<file path="src/rtl/freq_meter.sv">
// Half-period meter for toggle-divider square waves: counts clk cycles between sig_in edges.
// Optional FREQ_METER_SYNC_EN adds a two-flop input synchronizer for asynchronous sources.
module freq_meter #(
  parameter int unsigned WIDTH = 27
) (
  input  logic             clk,
  input  logic             rst,
  input  logic             en,
  input  logic             sig_in,
  output logic [WIDTH-1:0] half_period,
  output logic             valid,
  output logic             locked,
  output logic             stalled
);

  localparam logic [WIDTH-1:0] CNT_MAX = '1;

  typedef enum logic {
    ARM,
    MEASURE
  } state_e;

  state_e           state_q;
  logic [WIDTH-1:0] cnt_q;
  logic [WIDTH-1:0] cnt_d;
  logic [WIDTH-1:0] half_period_q;
  logic             have_prev_q;
  logic             valid_q;
  logic             locked_q;
  logic             stalled_q;
  logic             sig_s;
  logic             sig_d_q;
  logic             sig_edge;

`ifdef FREQ_METER_SYNC_EN
  logic [1:0] sync_q;

  always_ff @(posedge clk) begin
    if (rst) begin
      sync_q <= 2'b00;
    end else begin
      sync_q <= {sync_q[0], sig_in};
    end
  end

  assign sig_s = sync_q[1];
`else
  assign sig_s = sig_in;
`endif

  // Both polarities of the conditioned input count as an edge.
  always_ff @(posedge clk) begin
    if (rst) begin
      sig_d_q <= 1'b0;
    end else begin
      sig_d_q <= sig_s;
    end
  end

  assign sig_edge = sig_s ^ sig_d_q;
  assign cnt_d    = cnt_q + WIDTH'(1);

  // Measurement FSM; an edge takes priority over saturation in the same cycle.
  always_ff @(posedge clk) begin
    if (rst) begin
      state_q       <= ARM;
      cnt_q         <= '0;
      half_period_q <= '0;
      have_prev_q   <= 1'b0;
      valid_q       <= 1'b0;
      locked_q      <= 1'b0;
      stalled_q     <= 1'b0;
    end else begin
      valid_q <= 1'b0;
      if (!en) begin
        state_q     <= ARM;
        cnt_q       <= '0;
        locked_q    <= 1'b0;
        have_prev_q <= 1'b0;
      end else begin
        case (state_q)
          ARM: begin
            if (sig_edge) begin
              cnt_q   <= '0;
              state_q <= MEASURE;
            end
          end
          MEASURE: begin
            if (sig_edge) begin
              half_period_q <= cnt_q;
              valid_q       <= 1'b1;
              cnt_q         <= '0;
              stalled_q     <= 1'b0;
              locked_q      <= have_prev_q && (cnt_q == half_period_q);
              have_prev_q   <= 1'b1;
            end else if (cnt_q == CNT_MAX) begin
              stalled_q   <= 1'b1;
              locked_q    <= 1'b0;
              have_prev_q <= 1'b0;
              cnt_q       <= '0;
              state_q     <= ARM;
            end else begin
              cnt_q <= cnt_d;
            end
          end
          default: begin
            state_q <= ARM;
            cnt_q   <= '0;
          end
        endcase
      end
    end
  end

  assign half_period = half_period_q;
  assign valid       = valid_q;
  assign locked      = locked_q;
  assign stalled     = stalled_q;

endmodule

</file>
<file path="config.mk">
export PLATFORM = sky130hd
export DESIGN_NAME = freq_meter
export DESIGN_NICKNAME = d
export VERILOG_FILES = /design/src/rtl/freq_meter.sv
export SDC_FILE = /design/constraint.sdc
export NUM_CORES = 1
export LEC_CHECK = 0
export ABC_AREA = 0
export CAP_MARGIN = 10
export CORE_MARGIN = 8
export CORE_UTILIZATION = 45
export DETAILED_ROUTE_END_ITERATION = 8
export MAX_ROUTING_LAYER = met4
export PLACE_DENSITY = 0.71
export REMOVE_ABC_BUFFERS = 1
export SLEW_MARGIN = 20
export SYNTH_ARGS = -nofsm -noshare
export SYNTH_HDL_FRONTEND = slang
export SYNTH_SLANG_ARGS = --single-unit
export TNS_END_PERCENT = 5
</file>
<file path="constraint.sdc">
create_clock -name clk -period 2.3 [get_ports clk]
set_input_delay 0.345 -clock clk [delete_from_list [all_inputs] [get_ports clk]]
set_output_delay 0.345 -clock clk [all_outputs]
set_load 0.01 [all_outputs]
</file>
Yosys cells after proc, flatten, opt, wreduce, memory -nomap -nowiden
Cells that the tools add are included.
{"block": "totals", "register_bits": 60, "inputBits": 4, "wordCells": 35}
{"block": "classes", "add_sub_neg": 1, "eq_ne": 3, "n_mux": 13, "n_bitwise": 3, "reduce_logical": 7}
{"cell": "2-to-1 mux 27 bit", "n": 3}
{"cell": "case mux 27 bit (2 select lines)", "n": 1}
{"cell": "adder 27 x 1 -> 27 bit (second input constant)", "n": 1}
{"cell": "equality test 27 bit", "n": 1}
{"cell": "equality test 27 bit (second input constant)", "n": 1}
{"cell": "2-to-1 mux 1 bit", "n": 8}
{"cell": "AND reduction 3 bit", "n": 2}
{"cell": "OR reduction 3 bit", "n": 1}
{"cell": "inequality test 2 bit (second input constant)", "n": 1}
{"cell": "NOT 1 bit", "n": 2}
{"cell": "case mux 1 bit (2 select lines)", "n": 1}
{"cell": "AND reduction 2 bit", "n": 1}
{"cell": "nonzero test 2 bit", "n": 1}
{"cell": "OR reduction 2 bit", "n": 1}
{"cell": "logical AND 1 bit", "n": 1}
{"cell": "bitwise XOR 1 bit", "n": 1}

Logic depth before layout (Yosys ltp)
Gate-level depths: netlist of the first run.
{"block": "logic_depth", "ltp_word": 4, "depth_mapped": 8}

Worst setup path after synthesis of the first run
No wires, ideal clock.
{"block": "synth_path", "path_type": "flip-flop to flip-flop", "start": "register cnt_q[0]", "end": "register cnt_q[20]", "t_arrival_ps": 2120, "path_slack_ps": 63, "path_stages_with_launch": 8, "path_buffers": 2, "synth_period_minus_slack_ps": 2237, "cell_sequence": "dfxtp_1 -> ha_1 -> nand4_4 -> or4_4 -> o21a_1 -> buf_2 -> buf_2 -> a22o_1"}
{"block": "synth_between", "elab_chain_len": 4, "elab_cells_between_ends": 5, "cone_classes": "1 x add/sub; 1 x eq/ne; 3 x mux"}
{"item": "start, declared", "line": "24", "source": "logic [WIDTH-1:0] cnt_q;"}
{"item": "start signal, assigned", "line": "103", "source": "cnt_q <= cnt_d;"}
{"item": "adder 27 x 1 -> 27 bit or equality test 27 bit (tied branches)", "line": "61, 96"}
{"item": "2-to-1 mux 27 bit *", "line": "96", "source": "end else if (cnt_q == CNT_MAX) begin"}
{"item": "2-to-1 mux 27 bit *", "line": "89", "source": "if (sig_edge) begin"}
{"item": "case mux 27 bit (2 select lines) *", "line": "81", "source": "case (state_q)"}
Every way passes the cells marked *; elsewhere a longest branch is shown, timed or not.
A chain may end at the register's enable or synchronous reset.

Worst setup path in the final report of the first run
{"block": "layout_path", "start": "register cnt_q[0]", "end": "register cnt_q[19]"}
The elaborated chain is that of the path after synthesis.

==> impl_metrics.tcl, run 1 <==
set metrics [dict create \
    run_status "complete, no violations" \
    ys_ff_latch 60 \
    dp_slack_ns 0.0945 \
    cts_hold_buf 0 \
    r2r_start "cnt_q[0]$_SDFFE_PP0P_" \
    areaGrowthSynthToFinish_pct 26.3 \
    hold_viol_final 0 \
    yosysTopAreaCell "dfxtp_1" \
    cts.sinks 60 \
    grt_max_degree 28 \
    dieArea_mm2 0.00939 \
    grt_pass1_wl_um 13300 \
    rsz0062_at_grt "false" \
    cp_max_fo 14 \
    final_util 0.586 \
    ant_nets 0 \
    htree_levels 3 \
    endpoint "cnt_q[19]$_SDFFE_PP0P_" \
    comb_power_share 0.043 \
    vias 2780 \
    p_seq_frac 0.529 \
    synth_area_per_cell_um2 8.25 \
    finalNetCount 417 \
    die_h_um 96.9 \
    rows 29 \
    synthCells 357 \
    cp-start-kind "register" \
    antenna_found_initial 0 \
    end_kind "register" \
    slew_viol_final 0 \
    overflow 0 \
    root_buffer "clkbuf_8" \
    clk_latency_ns 0.36 \
    synthTopCellsByArea "dfxtp_1 (41%), nand2_1 (8.7%), a21oi_1 (6.5%), xnor2_1 (6.2%), xor2_1 (4.5%)" \
    total_power_mw 1.97 \
    crit_type "reg2reg" \
    ios 34 \
    numCtsBuffers 9 \
    p_sw_mw 0.461 \
    first_global_vias 2706 \
    setup_viol 0 \
    design.core.area_mm2 0.00635 \
    period_share 0.951 \
    clock.fmax_mhz 457 \
    netlist_area_mm2 0.00294 \
    regArea_mm2 0.00120 \
    hpwl_um 5800 \
    drv_cap 0 \
    relSlewSlack 0.648 \
    grt_usage 0.178 \
    tns_ns 0 \
    r2r_cells 7 \
    pwr_density_cell_mw_per_mm2 530 \
    timing.final.crit_period_ns 2.19 \
    ctsResizeCount 0 \
    holdWs_ns 0.482 \
    startpoint "cnt_q[0]$_SDFFE_PP0P_" \
    dr.first_iter.drc_count 256 \
    p_int_mw 1.51 \
    num_antenna_cells 0 \
    p_clk_frac 0.427 \
    fillers 572 \
    fin_ws_ns 0.114 \
    path_clk_slew_ns 0.06 \
    die-width_um 96.9 \
    portBuffers 33 \
    ir_worst_vdd_v 0.000349 \
    start_util 0.464 \
    switching_share 0.234 \
    wl_per_cell_um 16.0 \
    crit_required_ns 2.54 \
    multi_input_area_mm2 0.00161 \
    synth_cell_types 46 \
    gp_congestion 0.884 \
    yosysWarnings 0 \
    worst_pin_slew_ns 0.524 \
    drive_above_1_share 0.149 \
    drc 0 \
    hold_path_class "reg2reg" \
    timing.rr.end "cnt_q[19]$_SDFFE_PP0P_" \
    avgViaCountPerCell 5.64 \
    firstDrtPassIters 4 \
    cts_buffer_depth 2 \
    crit_arrival_ns 2.42 \
    seq_area_frac_synth 0.408 \
    tritoncts "built" \
    reg2reg_slack_ns 0.11 \
    post_cts_buffers 0 \
    synthDominantCellAreaShare 0.408 \
    finClkSkew_ns 0.00921 \
    leakagePower_nw 1.35 \
    wirelength_um 7880 \
]
[flip-flops by register name (all words and copies together) (netlist names)]
register,cells
stalled,1
locked,1
cnt_q,27
valid,1
have_prev_q,1
sig_d_q,1
half_period,27
state_q,1
[cells in the mapped netlist (all sizes together)]
master	instances
nand4	18
nor4b	1
o31ai	1
a22o	2
ha	1
clkbuf	14
nand2	68
and3	6
nor3	8
o21ai	6
clkinv	1
nor4	8
nand3	17
a32oi	1
nand2b	3
xor2	15
o211a	1
xnor2	21
mux2i	2
o21a	1
a31oi	10
and2	1
a211oi	1
or4	4
a211o	2
and4	4
mux2	1
nor2b	2
dfxtp	60
nor2	13
inv	1
a41oi	5
a21oi	38
buf	15
a311oi	1
a32o	1
or3	3
[critical path, stage by stage (launching register included)]
cell,delay (ns)
dfxtp_1,0.38
ha_4,0.18
nand4_4,0.10
or4_4,0.57
o21a_1,0.22
buf_4,0.19
and3_1,0.17
a211o_1,0.25
[layout make-up]
| cell class | count | area share |
|---|---|---|
| multi-input combinational | 266 | 0.434 |
| timing repair buffer | 73 | 0.170 |
| clock inverter | 2 | 0.00269 |
| tap | 77 | 0.0259 |
| clock buffer | 13 | 0.0427 |
| inverter | 2 | 0.00202 |
| sequential | 60 | 0.323 |
[kinds of logic (layout without fill, tap and decap cells)]
family,count (synthesis),count (layout),share of synthesized area
AO/OA/AOI/OAI,70,70,0.143
XOR/XNOR,36,36,0.107
adder cells (fa/ha/maj),1,1,0.00425
buffers and inverters,31,90,0.0480
flip-flops,60,60,0.408
multiplexers,3,3,0.0106
AND/OR/NAND/NOR,156,156,0.279
[cell usage in the layout, fill, tap and decap left out, types with 4 or more instances in the layout]
cell	count
nand2_1	68
dfxtp_1	60
buf_4	40
a21oi_1	38
clkdlybuf4s50_1	33
xnor2_1	21
nand4_1	17
xor2_1	15
nand3_1	15
nor2_1	13
clkbuf_8	11
a31oi_1	10
nor3_1	8
and3_1	6
nor4_1	6
a41oi_1	5
o21ai_0	5
and4_1	4
[layer usage]
metal  part of all wire  vias to the layer above  track usage
met5                  0                        -            -
met4              0.025                        0       0.0876
met3              0.059                       16       0.0519
met2               0.47                       84        0.273
met1               0.44                     1306        0.209
li1                   -                     1374            -
[per-stage QoR]
stage | std cells | instance area [µm²]
finish | 493 | 3720
global route | 493 | 3720
CTS | 493 | 3710
detailed placement | 478 | 3540
global placement | 478 | 3540
floorplan | 328 | 2810
[power groups by stage]
stage / combinational [mW] / sequential, mW / clock (mW)
floorplan: 0.0300 / 1.07 / 0
global placement: 0.0838 / 1.07 / 0
detailed placement: 0.0839 / 1.07 / 0
CTS: 0.0840 / 1.04 / 0.862
global route: 0.0921 / 1.04 / 0.914
finish: 0.0853 / 1.04 / 0.843
[how the worst min path moves through the flow]
| stage | startpoint | end | slack (ns) | depth (start not counted) |
|---|---|---|---|---|
| final | half_period[26]$_SDFFE_PP0P_ | half_period[26]$_SDFFE_PP0P_ | 0.48 | 2 |
| after global routing | half_period[1]$_SDFFE_PP0P_ | half_period[1]$_SDFFE_PP0P_ | 0.51 | 2 |
| after detailed placement | half_period[26]$_SDFFE_PP0P_ | half_period[26]$_SDFFE_PP0P_ | 0.48 | 2 |
| after global placement | have_prev_q$_SDFFE_PP0P_ | have_prev_q$_SDFFE_PP0P_ | 0.46 | 2 |
| after CTS | half_period[13]$_SDFFE_PP0P_ | half_period[13]$_SDFFE_PP0P_ | 0.49 | 2 |
| after floorplan | rst | half_period[0]$_SDFFE_PP0P_ | 0.41 | 1 |
Note: power is estimated with default switching activity, not from simulation.
==> run 2, diff against run 1 <==
- GPL_TIMING_DRIVEN: unset -> 0
==> run 2 against run 1 <==
Hold slack got worse by 0.0013 ns. Sequential power about the same. Design area down 5.9%. Largest power group unchanged. Clock skew is 0.0020 ns lower. Cell count shrank 7.7%. The run now ends with negative setup slack left. Maximum frequency is 5.9% lower. Largest cell class unchanged. Critical endpoint is now cnt_q[11]$_SDFFE_PP0P_. Via count fell by 3.8%. Die area did not move. Critical path depth fell by 1. Register-to-register slack got worse by 0.06 ns. Worst setup slack got worse by 0.14 ns. Sequential cell count stayed put.
==> impl_metrics.tcl, run 2 (synthesized netlist as in run 1, its figures left out) <==
set metrics [dict create \
    leakagePower_nw 1.19 \
    setup_viol 4 \
    portBuffers 33 \
    finClkSkew_ns 0.00723 \
    relSlewSlack 0.519 \
    grt_usage 0.162 \
    dp_slack_ns -0.425 \
    violations "negative setup slack" \
    cp_max_fo 18 \
    path_buf_inv 1 \
    fin_ws_ns -0.0223 \
    rows 29 \
    run_status "finished with violations" \
    p_int_mw 1.69 \
    p_seq_frac 0.487 \
    crit_type "in2reg" \
    final_cell_mix "nand2_1 (68), dfxtp_1 (57), a21oi_1 (38)" \
    p_sw_mw 0.467 \
    rsz0062_at_grt "true" \
    clk_latency_ns 0.34 \
    ir_worst_vdd_v 0.000393 \
    grt_pass1_wl_um 12200 \
    drc 0 \
    overflow 0 \
    gp_congestion 0.836 \
    comb_power_share 0.030 \
    htree_levels 3 \
    post_cts_buffers 0 \
    cp_slowest_cell "nor2_1" \
    slew_viol_final 0 \
    wl_per_cell_um 16.2 \
    crit_required_ns 2.57 \
    clock.fmax_mhz 431 \
    dieArea_mm2 0.00939 \
    die-width_um 96.9 \
    hpwl_um 4860 \
    cts_hold_buf 0 \
    cts.sinks 60 \
    fillers 575 \
    worst_pin_slew_ns 0.715 \
    cp-start-kind "input pin" \
    start_util 0.464 \
    tns_ns -0.0583 \
    crit_family "simple AND/OR/NAND/NOR gates" \
    hold_viol_final 0 \
    numCtsBuffers 9 \
    period_share 1.01 \
    timing.final.crit_period_ns 2.32 \
    drive_above_1_share 0.0873 \
    p_clk_frac 0.484 \
    hold_path_class "reg2reg" \
    firstDrtPassIters 5 \
    ant_nets 0 \
    drv_cap 0 \
    pwr_density_cell_mw_per_mm2 617 \
    num_antenna_cells 0 \
    die_h_um 96.9 \
    critical_path.cell_chain "clkdlybuf4s50_1, nor2b_1, nand2_1, nor2_1, a21oi_1, mux2i_1" \
    max_stage_delay_ns 0.69 \
    wirelength_um 7380 \
    finalNetCount 378 \
    areaGrowthSynthToFinish_pct 18.9 \
    mostFrequentLayoutCell "nand2_1" \
    dr.first_iter.drc_count 240 \
    vias 2674 \
    cts_buffer_depth 2 \
    tritoncts "built" \
    first_global_vias 2419 \
    root_buffer "clkbuf_8" \
    path_clk_slew_ns 0.07 \
    avgViaCountPerCell 5.88 \
    end_kind "register" \
    switching_share 0.217 \
    ios 34 \
    crit_arrival_ns 2.59 \
    grt_max_degree 33 \
    design.core.area_mm2 0.00635 \
    antenna_found_initial 0 \
]
[run 2: cell type report]
type                            instances  area, µm²  share of cell area
Multi-Input combinational cell        267       1650               0.471
Timing Repair Buffer                   33        325              0.0930
Clock buffer                           11        141              0.0404
Sequential cell                        60       1200               0.344
Tap cell                               77       96.3              0.0275
Inverter                                2       7.51             0.00215
Clock inverter                          5       75.1              0.0215
[run 2: final timing paths]
path	startpoint	endpoint	slack, ns	cells after the start
setup reg to reg	cnt_q[7]$_SDFFE_PP0P_	cnt_q[24]$_SDFFE_PP0P_	0.05	5
hold / removal	half_period[24]$_SDFFE_PP0P_	half_period[24]$_SDFFE_PP0P_	0.48	2
setup / recovery	en	cnt_q[11]$_SDFFE_PP0P_	-0.02	6
hold reg to reg	half_period[24]$_SDFFE_PP0P_	half_period[24]$_SDFFE_PP0P_	0.48	2
[run 2: power groups by stage]
stage | combinational [mW] | sequential, mW | clock, mW
6_report | 0.0638 | 1.05 | 1.04
5_1_grt | 0.0688 | 1.05 | 1.10
4_1_cts | 0.0614 | 1.05 | 1.06
3_5_place_dp | 0.0601 | 1.07 | 0
3_3_place_gp | 0.0599 | 1.07 | 0
2_1_floorplan | 0.0300 | 1.07 | 0
[run 2: worst min-delay path, delay by kind of cell, from the launching register on]
family             cells  cell delay (ns)
DFF                    1             0.33
AOI/OAI and AO/OA      1             0.05
and+or+nand+nor        1             0.06
[run 2: metal layers]
metal / vias up / track usage / share of wire
li1: 1302 / - / -
met1: 1255 / 0.199 / 0.45
met2: 105 / 0.239 / 0.46
met3: 12 / 0.0391 / 0.069
met4: 0 / 0.0888 / 0.024
met5: - / - / 0
[run 2: what timing repair did]
action	in CTS	in global routing
resized for setup	8	2
endpoints found under the setup margin	26	15
pin swaps	2	2
gates cloned	1	0
[run 2: through the flow]
step	cells	cell area [µm²]	utilization	power (mW)	hold WS, ns
final	455	3500	0.551	2.16	0.481
after global routing	455	3500	0.551	2.22	0.501
after CTS	455	3490	0.549	2.17	0.484
after detailed placement	438	3240	0.510	1.13	0.474
after global placement	438	3240	0.510	1.13	0.463
after floorplan	328	2810	-	1.10	0.414
